File: config.mk
export PLATFORM = sky130hd
export DESIGN_NAME = sram_req_arbiter
export DESIGN_NICKNAME = d
export VERILOG_FILES = /design/src/rtl/sram_req_arbiter.sv
export SDC_FILE = /design/constraint.sdc
export NUM_CORES = 1
export LEC_CHECK = 0
export BUFFER_PORTS_ARGS = -buffer_cell sky130_fd_sc_hd__buf_2
export CORE_AREA = 2 2 109 111
export CTS_CLUSTER_DIAMETER = 100
export DETAILED_ROUTE_END_ITERATION = 10
export DIE_AREA = 0 0 111 113
export PLACE_DENSITY = 0.54
export SYNTH_ARGS = -nofsm -noshare
export SYNTH_HDL_FRONTEND = slang
export SYNTH_SLANG_ARGS = --single-unit
export TNS_END_PERCENT = 100
File: constraint.sdc
create_clock -name clk -period 5.1 [get_ports clk]
set_input_delay 0.51 -clock clk [delete_from_list [all_inputs] [get_ports clk]]
set_output_delay 0.51 -clock clk [all_outputs]
set_load 0.02 [all_outputs]
File: src/rtl/sram_req_arbiter.sv
// sram_req_arbiter
// Shares one SRAM-like port between the fetch channel and the MEM-stage data
// channel. Data has strict priority when the port is free; a grant stays locked
// until its address handshake completes. A small order FIFO records the source
// of every accepted request so in-order returns can be steered back.
//
// state  | meaning
// IDLE   | port free, grant chosen combinationally (data first)
// LOCK_I | fetch request presented but not yet accepted, fetch owns the port
// LOCK_D | data request presented but not yet accepted, data owns the port
module sram_req_arbiter #(
  parameter int OUTSTANDING = 4
) (
  input  logic        clk,
  input  logic        resetn,
  input  logic        inst_req,
  input  logic [31:0] inst_addr,
  output logic        inst_addr_ok,
  output logic        inst_data_ok,
  output logic [31:0] inst_rdata,
  input  logic        data_req,
  input  logic        data_wr,
  input  logic [1:0]  data_size,
  input  logic [3:0]  data_wstrb,
  input  logic [31:0] data_addr,
  input  logic [31:0] data_wdata,
  output logic        data_addr_ok,
  output logic        data_data_ok,
  output logic [31:0] data_rdata,
  output logic        mem_req,
  output logic        mem_wr,
  output logic [1:0]  mem_size,
  output logic [3:0]  mem_wstrb,
  output logic [31:0] mem_addr,
  output logic [31:0] mem_wdata,
  input  logic        mem_addr_ok,
  input  logic        mem_data_ok,
  input  logic [31:0] mem_rdata
);

  localparam int AW = $clog2(OUTSTANDING);
  localparam logic [AW:0] FULL_CNT = (AW+1)'(OUTSTANDING);

  typedef enum logic [1:0] {IDLE, LOCK_I, LOCK_D} state_t;
  typedef enum logic [1:0] {GNT_NONE, GNT_I, GNT_D} grant_t;

  state_t                 state, state_nxt;
  grant_t                 grant;
  logic [OUTSTANDING-1:0] src_id;   // 1 = data channel issued this entry
  logic [AW-1:0]          wr_ptr, rd_ptr;
  logic [AW:0]            count;
  logic                   full, push, pop, head_d;

  assign full   = (count == FULL_CNT);
  assign push   = mem_req & mem_addr_ok;
  assign pop    = mem_data_ok & (count != '0);
  assign head_d = src_id[rd_ptr];

  // Grant state register
  always_ff @(posedge clk or negedge resetn) begin
    if (!resetn) state <= IDLE;
    else         state <= state_nxt;
  end

  // Grant selection, request mux and lock next-state
  always_comb begin
    grant     = GNT_NONE;
    state_nxt = state;
    mem_req   = 1'b0;
    mem_wr    = 1'b0;
    mem_size  = 2'd0;
    mem_wstrb = 4'd0;
    mem_addr  = 32'd0;
    mem_wdata = 32'd0;

    case (state)
      LOCK_I:  grant = GNT_I;
      LOCK_D:  grant = GNT_D;
      default: begin
        if (data_req)      grant = GNT_D;
        else if (inst_req) grant = GNT_I;
      end
    endcase

    case (grant)
      GNT_I: begin
        mem_req  = inst_req & ~full & resetn;
        mem_size = 2'd2;
        mem_addr = inst_addr;
      end
      GNT_D: begin
        mem_req   = data_req & ~full & resetn;
        mem_wr    = data_wr;
        mem_size  = data_size;
        mem_wstrb = data_wstrb;
        mem_addr  = data_addr;
        mem_wdata = data_wdata;
      end
      default: ;
    endcase

    // A full FIFO freezes the lock so the owner keeps the port once space frees
    if (!full) begin
      if (mem_req && !mem_addr_ok)
        state_nxt = (grant == GNT_D) ? LOCK_D : LOCK_I;
      else if (mem_req)
        state_nxt = IDLE;
    end
  end

  // Order FIFO: source of each accepted request, popped on every in-order return
  always_ff @(posedge clk or negedge resetn) begin
    if (!resetn) begin
      src_id <= '0;
      wr_ptr <= '0;
      rd_ptr <= '0;
      count  <= '0;
    end else begin
      if (push) begin
        src_id[wr_ptr] <= (grant == GNT_D);
        wr_ptr         <= wr_ptr + 1'b1;
      end
      if (pop) rd_ptr <= rd_ptr + 1'b1;
      case ({push, pop})
        2'b10:   count <= count + 1'b1;
        2'b01:   count <= count - 1'b1;
        default: count <= count;
      endcase
    end
  end

  assign inst_addr_ok = push & (grant == GNT_I);
  assign data_addr_ok = push & (grant == GNT_D);
  assign inst_data_ok = pop & ~head_d;
  assign data_data_ok = pop & head_d;
  assign inst_rdata   = mem_rdata;
  assign data_rdata   = mem_rdata;

endmodule

==> results of run 1 <==
==> registers in the layout, indices dropped and copies added (netlist names) <==
signal	count
state	2
count	3
src_id	4
rd_ptr	2
wr_ptr	2
==> where the power goes <==
group          switching (mW)  internal (mW)  total, mW
logic                   0.954          0.516       1.47
registers              0.0411          0.157      0.198
clock network          0.0414          0.104      0.145
total                    1.04          0.777       1.81
==> through the flow <==
stage	cell area (um^2)	cells	setup WS [ps]	utilization, %
final	2630	509	1510	23.4
after global routing	2630	509	1190	23.4
after CTS	2630	509	1480	23.4
after detailed placement	2550	505	1500	22.6
after global placement	2550	505	1620	22.6
after floorplan	1990	258	2080	-
==> worst max-delay path: cells and delay by family, from the launching register on <==
| kind | cells | cell delay [ps] |
|---|---|---|
| XOR/XNOR | 2 | 310 |
| adder cells (fa/ha/maj) | 4 | 1680 |
| buffers and inverters | 3 | 170 |
| flip-flops | 1 | 370 |
| multiplexers | 1 | 360 |
| AND/OR/NAND/NOR | 3 | 660 |
==> layer usage <==
metal	GRT usage (%)	part of all wire, %	up-vias
li1	-	-	999
met1	12.3	36	948
met2	21.9	53	180
met3	3.05	10	4
met4	2.33	0.62	0
met5	0	0	-
==> worst max-delay path by stage <==
stage / start / end / slack (ps) / depth (start not counted)
6_report: state[0] / count[2] / 1510 / 13
5_1_grt: state[0] / count[2] / 1190 / 13
4_1_cts: state[0] / count[2] / 1480 / 13
3_5_place_dp: state[0] / count[2] / 1500 / 13
3_3_place_gp: state[0] / count[2] / 1620 / 13
2_1_floorplan: state[0] / count[2] / 2080 / 14
==> synthesized netlist by cell type <==
| library cell | instances | area (um^2) |
|---|---|---|
| a21oi_1 | 1 | 5.00 |
| a22oi_1 | 32 | 240 |
| and2_1 | 40 | 250 |
| and3_4 | 1 | 11.3 |
| and3b_1 | 1 | 8.76 |
| and4_2 | 1 | 10.0 |
| and4b_4 | 1 | 13.8 |
| buf_2 | 1 | 5.00 |
| buf_4 | 64 | 480 |
| buf_6 | 1 | 11.3 |
| clkbuf_1 | 16 | 60.1 |
| dfrtp_1 | 13 | 325 |
| fa_1 | 1 | 20.0 |
| ha_1 | 9 | 113 |
| inv_1 | 12 | 45.0 |
| mux2_2 | 6 | 67.6 |
| mux2_4 | 2 | 30.0 |
| mux2i_1 | 1 | 10.0 |
| mux4_2 | 1 | 22.5 |
| nand2_1 | 2 | 7.51 |
| nand2b_1 | 1 | 6.26 |
| nand3b_1 | 1 | 7.51 |
| nand4_1 | 4 | 25.0 |
| nor2_1 | 36 | 135 |
| o21a_1 | 1 | 7.51 |
| o21ai_0 | 1 | 5.00 |
| o31ai_1 | 1 | 7.51 |
| or3b_1 | 1 | 8.76 |
| xnor2_1 | 4 | 35.0 |
| xor2_1 | 2 | 17.5 |
==> cells by family after synthesis <==
kind of cell             after synthesis
AO/OA/AOI/OAI                         36
XOR/XNOR                               6
adder cells (fa/ha/maj)               10
buffers and inverters                 94
flip-flops                            13
multiplexers                          10
AND/OR/NAND/NOR                       89
==> area by class of cell <==
type                    count  share of cell area (%)
well taps                 143                    6.80
inverters                  12                    1.71
repair buffers            186                    35.6
multi-input cells         151                    40.5
flip-flops and latches     13                    12.4
clock buffers               3                    2.85
clock inverters             1                   0.190
==> run_results.csv, run 1 <==
group,metric,value,unit
place,io_buffers,184,
floorplanning,die_x,111,um
layout,multi_input_area,0.00107,mm^2
sta,whs,164,ps
sta,finalCriticalPeriod,3590,ps
layout,antenna_cells,0,
global_routing,grt_pass1_wl,11300,um
detailed_routing,drc_errors,0,
clock_tree,cts_setup_buffers,0,
sta,tns,0,ps
sta,finalCritPeriodShare,70.5,%
sta,setup_violations,0,
clock_tree,ctsRootBufferMaster,"clkbuf_16",
floorplanning,io_pins,281,
clock_tree,cts_tree,"built",
layout,most-common-layout-cells,"buf_2, and2_1, nor2_1",
synthesis,synth_top_family_by_area,"buffers and inverters",
place,hpwl,6550,um
detailed_routing,dr.pass1.iters,4,
synthesis,synthDistinctLibCells,30,
floorplanning,die_y,113,um
detailed_routing,via_count,2131,
synthesis,synth_xor_area_share,2.64,%
min_path,min_path_type,"primary input to asynchronous set/reset pin",
synthesis,syn-mean-instance-area,7.72,um^2
run_status,status,"completed",
setup_path,worstReg2RegStart,"state[0]",
synthesis,synth_fp_nets,409,
synthesis,ys_warn_count,0,
layout,layout_commonest_cell,"buf_2",
layout,area_delta_synth_final,32.2,%
sta,worst_pin_slew,695,ps
layout,seqCellArea,325,um^2
detailed_routing,drt.antenna.violating_nets,0,
setup_path,crit_slowest_cell,"ha_2",
power_and_ir_drop,ir_drop,0.395,mV
setup_path,cp_common_cell,"inv_1",
sta,grt_setup_unrepaired,"false",
power_and_ir_drop,p_per_area,689,mW/mm^2
clock_tree,cts_resized,0,
run,drv_cap,0,
detailed_routing,drtIter0Drc,62,
sta,maxSlewViolCount,0,
global_routing,grt_max_degree,80,
global_routing,grt_pass1_vias,2055,
synthesis,syn_area,0.00199,mm^2
clock_tree,clk-insertion-delay-late,240,ps
setup_path,slowest_delay,790,ps
synthesis,synth_cells,258,
global_routing,gr-total-overflow,0,
place,routabilityCongestion,0.759,
sta,fin_skew,5.84,ps
sta,final-hold-violation-count,0,
clock_tree,ctsLongestPathBuffers,2,
detailed_routing,avgViaCountPerCell,4.19,
setup_path,r2r_slack,1510,ps
setup_path,path_class,"flop to flop",
detailed_routing,drt-total-wl,7700,um
detailed_routing,post_drt_wl_per_cell,15.1,um
power_and_ir_drop,p_total,1.81,mW
global_routing,antenna_found_initial,0,
setup_path,reg2reg_to,"count[2]",
setup_path,arrival,3760,ps
floorplanning,rows,39,
setup_path,end_kind,"flop",
setup_path,start_kind,"flop",
sta,fmax,278,MHz
clock_tree,cts_buffers,3,
layout,drive_gt1_share,55.5,%
synthesis,ys_seq_area_share,16.3,%
setup_path,worstRegToRegCells,13,
setup_path,required,5270,ps
clock_tree,clkSinkCount,13,
global_routing,grt_use_total,11.3,%
synthesis,synth-simple-area-share,24.3,%
synthesis,synth_mux_area_share,6.53,%
floorplanning,initial_core_util,17.7,%
clock_tree,cts-htree-levels,1,
setup_path,crit_chain,"inv_1 -> ha_1 -> mux2_2 -> ha_2 -> and3b_1 -> and3_4 -> inv_1 -> ha_1 -> inv_1 -> fa_1 -> xor2_1 -> nor2_1 -> xor2_1",
synthesis,ys_seq_elements,13,
floorplanning,core_area,0.0113,mm^2
clock_tree,clk_pin_slew_worst_paths,50,ps
sta,max_slew_margin,53.7,%
power_and_ir_drop,leakagePower,1.49,nW
setup_path,worst-path-max-fanout,35,
layout,fillers,1270,
layout,fin_nets,518,
clock_tree,holdBufCountCts,0,
synthesis,yosys.area_share.adder,6.66,%
floorplanning,die_area,0.0125,mm^2
synthesis,synth_compound_area_share,13.3,%
Power figures use the tool's default switching activity.
==> run 2: changes to the inputs <==
CORE_AREA = 2 2 110 112   (was 2 2 109 111)
DIE_AREA = 0 0 112 114   (was 0 0 111 113)
PLACE_DENSITY = 0.56   (was 0.54)
clock period = 3.1 ns   (was 5.1 ns; I/O delays follow)
==> run_results.csv, run 2 (synthesis results as in run 1) <==
group,metric,value,unit
run_status,status,"completed",
floorplanning,io_pins,281,
power_and_ir_drop,p_total,2.98,mW
layout,largestRegisters,"src_id x4, count x3",
floorplanning,rows,40,
place,hpwl,5370,um
sta,finalCritPeriodShare,94.4,%
place,dp_worst_setup_slack,76.1,ps
sta,whs,374,ps
sta,fin_skew,3.43,ps
detailed_routing,dr.pass1.iters,4,
setup_path,end_kind,"flop",
setup_path,worstSetupEndpoint,"count[2]",
layout,largest_register,"src_id",
clock_tree,cts_tree,"built",
detailed_routing,via_count,2102,
run,drv_cap,0,
clock_tree,ctsLongestPathBuffers,2,
floorplanning,initial_core_util,17.0,%
layout,seqCellArea,325,um^2
clock_tree,cts-htree-levels,1,
layout,antenna_cells,0,
floorplanning,die_x,112,um
global_routing,grt_max_degree,79,
sta,maxSlewViolCount,0,
setup_path,path_class,"flop to flop",
clock_tree,cts_buffers,3,
layout,stdcell_area,0.00270,mm^2
clock_tree,ctsRootBufferMaster,"clkbuf_16",
floorplanning,die_area,0.0128,mm^2
power_and_ir_drop,p_per_area,1110,mW/mm^2
setup_path,worst-path-max-fanout,4,
floorplanning,core_area,0.0117,mm^2
setup_path,arrival,3090,ps
detailed_routing,drt.antenna.violating_nets,0,
layout,layout_commonest_cell,"buf_2",
sta,tns,0,ps
global_routing,grt_use_total,9.01,%
layout,largest_register_ffs,4,
layout,drive_gt1_share,57.1,%
sta,final-hold-violation-count,0,
detailed_routing,avgViaCountPerCell,4.06,
layout,fin_nets,523,
global_routing,grt_pass1_wl,9560,um
sta,fmax,342,MHz
layout,multi_input_area,0.00109,mm^2
detailed_routing,wl_met3,594,um
detailed_routing,wl_met1,2470,um
detailed_routing,post_drt_wl_per_cell,12.6,um
setup_path,start_kind,"flop",
layout,area_delta_synth_final,35.4,%
min_path,min_path_type,"primary input to flop",
setup_path,r2r_slack,170,ps
sta,worst_pin_slew,636,ps
place,placed_cell_area,0.00256,mm^2
layout,most-common-layout-cells,"buf_2, and2_1, nor2_1",
clock_tree,clk_pin_slew_worst_paths,50,ps
setup_path,crit_start,"state[0]",
floorplanning,die_y,114,um
setup_path,reg2reg_to,"count[2]",
place,io_buffers,184,
global_routing,gr-total-overflow,0,
layout,fillers,1307,
power_and_ir_drop,ir_drop,0.768,mV
clock_tree,clkSinkCount,13,
detailed_routing,drc_errors,0,
detailed_routing,drt-total-wl,6550,um
power_and_ir_drop,leakagePower,1.52,nW
global_routing,grt_pass1_vias,1963,
setup_path,worstRegToRegCells,13,
place,routabilityCongestion,0.777,
sta,grt_setup_unrepaired,"false",
detailed_routing,detailroute.wirelength.met2,3420,um
setup_path,required,3260,ps
detailed_routing,top_layer_used,"met4",
setup_path,worstReg2RegStart,"state[0]",
global_routing,antenna_found_initial,0,
sta,max_slew_margin,57.6,%
detailed_routing,drtIter0Drc,54,
sta,setup_violations,0,
clock_tree,clk-insertion-delay-late,240,ps
sta,finalCriticalPeriod,2930,ps
sta,finalWorstSetupSlack,173,ps
==> run 2: what timing repair did <==
action / 4_1_cts / 5_1_grt
endpoints found under the setup margin: 0 / 1
hold endpoints to repair: 13 / 0
hold buffers: 1 / 0
gates resized for setup: 0 / 5
setup buffers: 0 / 3
==> run 2: cell type report <==
type / count / area share [%]
Multi-Input combinational cell: 151 / 40.3
Timing Repair Buffer: 191 / 36.2
Sequential cell: 13 / 12.1
Tap cell: 147 / 6.82
Clock buffer: 3 / 2.78
Inverter: 12 / 1.67
Clock inverter: 1 / 0.186
==> run 2: worst min path at each step <==
stage          slack, ps  depth (start not counted)        end        start
6_report             370                          3   state[1]  mem_addr_ok
3_5_place_dp         220                          1  rd_ptr[0]       resetn
3_3_place_gp         220                          1  rd_ptr[0]       resetn
4_1_cts              370                          3   state[1]  mem_addr_ok
2_1_floorplan         10                          0   count[0]       resetn
5_1_grt              420                          3  rd_ptr[0]  mem_data_ok
==> run 2: per-layer routing <==
layer | vias up | GRT usage, %
li1 | 1013 | -
met4 | 0 | 1.54
met1 | 952 | 9.90
met5 | - | 0
met2 | 133 | 17.5
met3 | 4 | 2.50
==> run 2: report_power, final <==
part           switching, mW  internal (mW)  leakage [nW]
sequential            0.0731          0.258         0.161
combinational           1.52          0.881          1.31
clock                 0.0755          0.172        0.0409
==> run 2: critical path, cell delays in order, from the launching register on <==
cell     delay [ps]
dfrtp_1         380
inv_2            60
ha_4            260
mux2_2          340
ha_2            320
and3b_2         220
and3_4          200
inv_1            60
ha_2            180
inv_1            60
fa_2            330
xor2_1          140
nor2_1          130
xor2_1          160
==> run 2: per-stage QoR <==
stage | instances | util (%)
detailed placement | 510 | 21.9
global placement | 510 | 21.9
finish | 518 | 23.0
CTS | 515 | 22.7
global route | 518 | 23.0
floorplan | 258 | -
